### src/rtl/spi_reg_port.sv
`default_nettype none
// ============================================================================
// Module   : spi_reg_port
// Purpose  : SPI mode-0 slave bridging a two-byte frame (cmd, data) onto a
//            simple register bus. cmd[7]=1 writes the data byte to address
//            cmd[6:0]; cmd[7]=0 reads the selector and shifts it out on miso.
//            All SPI inputs are oversampled by clk through synchronizers.
// Ports    : clk, rst_n          - system clock, async active-low reset
//            sck, cs_n, mosi     - SPI inputs (asynchronous to clk)
//            miso, miso_oe       - SPI serial out and its output enable
//            addr                - register address {1'b0, cmd[6:0]}
//            rd_data             - combinational readback for addr
//            wr_data, wr_strobe  - write byte and its one-clk qualifier
//            rd_strobe           - one-clk pulse when a read is issued
// Revision : 1.0 - initial release
// ============================================================================
module spi_reg_port #(
  parameter int SYNC_STAGES = 2
) (
  input  logic       clk,
  input  logic       rst_n,
  input  logic       sck,
  input  logic       cs_n,
  input  logic       mosi,
  output logic       miso,
  output logic       miso_oe,
  output logic [7:0] addr,
  input  logic [7:0] rd_data,
  output logic [7:0] wr_data,
  output logic       wr_strobe,
  output logic       rd_strobe
);

  typedef enum logic [1:0] {
    IDLE = 2'd0,
    CMD  = 2'd1,
    DATA = 2'd2,
    HOLD = 2'd3
  } state_t;

  logic [SYNC_STAGES-1:0] sck_q;
  logic [SYNC_STAGES-1:0] cs_q;
  logic [SYNC_STAGES-1:0] mosi_q;
  // Fills with ones after reset; once full every synchronizer stage holds a
  // real sample of the pins instead of its reset value.
  logic [SYNC_STAGES-1:0] prime_q;

  state_t     state;
  logic       armed;
  logic [2:0] bit_cnt;
  logic [6:0] cmd_sr;
  logic [6:0] rx_sr;
  logic [7:0] tx_sr;
  logic       is_write;
  logic       first_fall;

  logic cs_s;
  logic mosi_s;
  logic primed;
  logic sck_rise;
  logic sck_fall;

  assign cs_s     = cs_q[SYNC_STAGES-1];
  assign mosi_s   = mosi_q[SYNC_STAGES-1];
  assign primed   = prime_q[SYNC_STAGES-1];
  assign sck_rise = sck_q[SYNC_STAGES-2] & ~sck_q[SYNC_STAGES-1];
  assign sck_fall = ~sck_q[SYNC_STAGES-2] & sck_q[SYNC_STAGES-1];
  assign miso_oe  = ~cs_s;

  // Input synchronizers, reset to the bus idle levels.
  always_ff @(posedge clk or negedge rst_n) begin
    if (!rst_n) begin
      sck_q   <= '0;
      cs_q    <= '1;
      mosi_q  <= '0;
      prime_q <= '0;
    end else begin
      sck_q   <= {sck_q[SYNC_STAGES-2:0], sck};
      cs_q    <= {cs_q[SYNC_STAGES-2:0], cs_n};
      mosi_q  <= {mosi_q[SYNC_STAGES-2:0], mosi};
      prime_q <= {prime_q[SYNC_STAGES-2:0], 1'b1};
    end
  end

  // Frame state machine with registered outputs.
  always_ff @(posedge clk or negedge rst_n) begin
    if (!rst_n) begin
      state      <= IDLE;
      armed      <= 1'b0;
      bit_cnt    <= 3'd0;
      cmd_sr     <= 7'd0;
      rx_sr      <= 7'd0;
      tx_sr      <= 8'd0;
      is_write   <= 1'b0;
      first_fall <= 1'b0;
      miso       <= 1'b0;
      addr       <= 8'h00;
      wr_data    <= 8'h00;
      wr_strobe  <= 1'b0;
      rd_strobe  <= 1'b0;
    end else begin
      wr_strobe <= 1'b0;
      rd_strobe <= 1'b0;

      // A frame may only start after a genuine cs_n high has been seen
      // following reset, so a frame cut by reset is never resumed.
      if (primed && cs_s) begin
        armed <= 1'b1;
      end

      case (state)
        IDLE: begin
          bit_cnt <= 3'd0;
          miso    <= 1'b0;
          if (armed && !cs_s) begin
            state <= CMD;
          end
        end

        CMD: begin
          if (cs_s) begin
            state <= IDLE;
            miso  <= 1'b0;
          end else begin
            miso <= 1'b0;
            if (sck_rise) begin
              cmd_sr  <= {cmd_sr[5:0], mosi_s};
              bit_cnt <= bit_cnt + 3'd1;
              if (bit_cnt == 3'd7) begin
                // cmd_sr[6] holds cmd[7], the write flag.
                addr       <= {1'b0, cmd_sr[5:0], mosi_s};
                is_write   <= cmd_sr[6];
                rd_strobe  <= ~cmd_sr[6];
                first_fall <= 1'b1;
                state      <= DATA;
              end
            end
          end
        end

        DATA: begin
          if (cs_s) begin
            state <= IDLE;
            miso  <= 1'b0;
          end else if (sck_rise) begin
            rx_sr   <= {rx_sr[5:0], mosi_s};
            bit_cnt <= bit_cnt + 3'd1;
            if (bit_cnt == 3'd7) begin
              if (is_write) begin
                wr_data   <= {rx_sr, mosi_s};
                wr_strobe <= 1'b1;
              end
              miso  <= 1'b0;
              state <= HOLD;
            end
          end else if (sck_fall) begin
            if (first_fall) begin
              tx_sr      <= rd_data;
              miso       <= rd_data[7];
              first_fall <= 1'b0;
            end else begin
              tx_sr <= {tx_sr[6:0], 1'b0};
              miso  <= tx_sr[6];
            end
          end
        end

        HOLD: begin
          miso <= 1'b0;
          if (cs_s) begin
            state <= IDLE;
          end
        end

        default: begin
          state <= IDLE;
          miso  <= 1'b0;
        end
      endcase
    end
  end

endmodule
`default_nettype wire

### config.mk
export PLATFORM = sky130hd
export DESIGN_NAME = spi_reg_port
export DESIGN_NICKNAME = d
export VERILOG_FILES = /design/src/rtl/spi_reg_port.sv
export SDC_FILE = /design/constraint.sdc
export NUM_CORES = 1
export LEC_CHECK = 0
export CORE_ASPECT_RATIO = 0.8
export CORE_UTILIZATION = 40
export CTS_BUF_LIST = sky130_fd_sc_hd__clkbuf_4
export DETAILED_ROUTE_END_ITERATION = 8
export PLACE_DENSITY = 0.64
export SLEW_MARGIN = 20
export SYNTH_ARGS = -nofsm -noshare
export SYNTH_HDL_FRONTEND = slang
export SYNTH_SLANG_ARGS = --single-unit
### constraint.sdc
create_clock -name clk -period 4.6 [get_ports clk]
set_input_delay 1.38 -clock clk [delete_from_list [all_inputs] [get_ports clk]]
set_output_delay 1.38 -clock clk [all_outputs]
set_load 0.01 [all_outputs]
==> impl_metrics.py <==
metrics = {
    "route": {
        "first_pass_iters": 4,
        "wire_per_inst_um": 14.4,
        "num_vias": 1365,
        "drtIter0Drc": 60,
        "wirelength_um": 4040,
        "route.detailed.drc": 0,
        "ant_nets": 0,
        "via_per_inst": 4.86,
    },
    "synthesis": {
        "synth_seq_cells": 55,
        "synth_top_area_share_pct": 54.7,
        "ys_warn_count": 0,
        "yosys.area.top_type": "dfrtp_1",
        "yosys-top-cells-count": "dfrtp_1 (53), mux2_4 (16), mux2_1 (15)",
        "yosys-top-cells-area": "dfrtp_1 (55%), mux2_4 (9.9%), mux2_1 (7.0%), ha_1 (5.2%), mux2i_1 (3.7%)",
        "synth_edf_count": 0,
        "synth_nets": 194,
        "synth_most_common_cell": "dfrtp_1",
        "synth_cell_types": 38,
        "avgSynthCellArea_um2": 14.2,
        "syn_area_mm2": 0.00243,
        "synth_cells": 171,
        "ys.flop_type": "dfrtp_1",
        "synth_seq_area_share_pct": 56.8,
        "synthArstFlopShare_pct": 100,
    },
    "layout": {
        "stdcell_area_mm2": 0.00286,
        "n_fill_cell": 501,
        "diodes": 0,
        "fin_nets": 225,
        "drive_gt1_share_pct": 16.7,
        "synthToLayoutAreaGrowth_pct": 17.8,
    },
    "flow_run": {
        "maxCapViolations": 0,
    },
    "pwr": {
        "seq_power_share_pct": 59.0,
        "powerDensity_mw_per_mm2": 323,
        "p_comb_share_pct": 12.3,
        "vdd_drop_max_v": 0.000151,
        "p_switching_uw": 229,
        "p_int_uw": 695,
        "p_clk_share_pct": 28.7,
        "swShare_pct": 24.7,
        "leakage_nw": 1.32,
    },
    "clocking": {
        "htreeDepth": 2,
        "clock_latency_ns": 0.36,
        "cts_sinks": 55,
        "post_cts_buffers": 0,
        "path_clk_slew_ns": 0.15,
        "cts_inserted_buffers": 5,
        "cts_hold_buf": 0,
        "cts_tree": "yes",
        "cts_max_path_buffers": 2,
        "ctsResizeCount": 0,
        "root_buffer": "clkbuf_4",
    },
    "global_route": {
        "global_route.usage.met3_pct": 4.15,
        "grt_usage_pct": 14.3,
        "met2_usage_pct": 23.8,
        "grt_pass1_wl_um": 6900,
        "grt_start_max_net_pins": 30,
        "top_usage_layer": "met2",
        "grt_antenna_before_repair": 0,
        "met1_usage_pct": 17.6,
        "grt_remaining_overflow": 0,
        "grt_pass1_vias": 1482,
    },
    "timing": {
        "whs_ns": 0.368,
        "hold_violations": 0,
        "slew_violations": 0,
        "rsz0062_at_grt": "no",
        "fin_ws_ns": 1.64,
        "skew_ns": 0.0136,
        "tightestPinTransition_ns": 0.563,
        "setup_viol": 0,
        "relSlewSlack_pct": 62.5,
        "timing.fmax_ghz": 0.338,
        "period_needed_ns": 2.96,
        "min_period_over_period_pct": 64.3,
        "fin_tns_setup_ns": 0,
    },
    "status": {
        "status": "completed",
    },
    "place": {
        "portBuffers": 31,
        "dp_hpwl_um": 3000,
        "placed_area_mm2": 0.00278,
        "gp_congestion": 0.784,
        "dp_slack_ns": 2.07,
    },
    "die": {
        "core_mm2": 0.00565,
        "start_util_pct": 43.0,
        "die_y_um": 71.7,
        "ios": 33,
        "die_w_um": 89.1,
        "die_area_mm2": 0.00638,
        "num_rows": 24,
    },
    "worst_hold_path": {
        "min_path_cells": 0,
        "hold_start": "cs_q[0]$_DFF_PN1_",
        "hold_path_class": "reg -> reg",
        "hold_end": "cs_q[1]$_DFF_PN1_",
    },
    "critical_path": {
        "timing.critical_path.slowest_stage_cell": "dfstp_2",
        "arrival_ns": 1.58,
        "cp-start-kind": "register",
        "regToRegEndpoint": "addr[6]$_DFFE_PN0P_",
        "cp_max_fo": 12,
        "worstRegToRegCells": 5,
        "reg2reg_from": "state[1]$_DFFE_PN0P_",
        "r2r_slack_ns": 2.65,
        "end_kind": "primary output",
        "critPathRequiredTime_ns": 3.22,
        "crit_buf_inv": 2,
        "startpoint": "cs_q[1]$_DFF_PN1_",
        "worstSetupPathType": "reg -> out",
        "critical-path-top-delay-family": "flip-flops",
        "crit_chain": "inv_1, clkdlybuf4s50_1",
        "critPathMaxStageDelay_ns": 0.67,
    },
}
-- placed cells by master, fill, tap and decap left out, drive strengths merged, types with 3 or more instances in the layout --
cell / count
a21oi: 8
and2: 3
clkbuf: 6
clkdlybuf4s50: 30
dfrtp: 53
ha: 10
inv: 6
mux2: 31
mux2i: 9
nand2: 3
nor2: 8
nor2b: 3
o21ai: 3
-- sequential cells by signal, summed over array words and instances, names as in the netlist, 3 cells and up --
signal and count:
wr_data 8, addr 7, cmd_sr 7, rx_sr 7
tx_sr 7, bit_cnt 3
-- final cells by class --
type / instances / area (µm²) / share of cell area [%]
tap: 78 / 97.6 / 3.41
clock inverter: 2 / 38.8 / 1.36
sequential: 55 / 1380 / 48.2
clock buffer: 6 / 45.0 / 1.58
inverter: 5 / 18.8 / 0.656
timing repair buffer: 32 / 313 / 10.9
multi-input combinational: 103 / 967 / 33.8
-- cell families after synthesis --
family	share of synthesized area (%)
compound gates	5.05
fa+ha+maj	5.16
flops	56.8
simple gates	8.77
other cells	0.310
mux	20.6
buf+inv	3.30
-- power groups by stage --
stage | Sequential [mW] | Clock, mW | Combinational, mW
floorplan | 0.545 | 0 | 0.0772
global placement | 0.554 | 0 | 0.104
detailed placement | 0.555 | 0 | 0.114
CTS | 0.546 | 0.280 | 0.115
global route | 0.552 | 0.298 | 0.126
finish | 0.546 | 0.265 | 0.114
-- through the flow --
stage | cells | utilization, % | power [mW]
2_1_floorplan | 171 | - | 0.623
3_3_place_gp | 273 | 49.2 | 0.658
3_5_place_dp | 273 | 49.2 | 0.669
4_1_cts | 281 | 50.6 | 0.941
5_1_grt | 281 | 50.6 | 0.976
6_report | 281 | 50.6 | 0.924
-- layer usage --
| metal | wire length (µm) | vias to the layer above |
|---|---|---|
| met5 | 0 | - |
| met4 | 19 | 0 |
| met3 | 140 | 2 |
| met2 | 1980 | 22 |
| met1 | 1900 | 689 |
| li1 | - | 652 |
-- worst register-to-register path, stage by stage, from the launching register on --
cell,delay [ns]
dfrtp_1,0.49
inv_1,0.14
ha_1,0.20
and2b_1,0.18
and3_1,0.50
mux2_4,0.36
-- how the worst max path moves through the flow --
stage,end,slack (ns),depth (start not counted)
after CTS,miso_oe,1.62,2
after detailed placement,miso_oe,2.07,2
final,miso_oe,1.64,2
after global routing,miso_oe,1.56,2
after global placement,miso_oe,2.06,2
after floorplan,miso_oe,2.53,2
No activity file was read; power rests on OpenSTA's default activity.
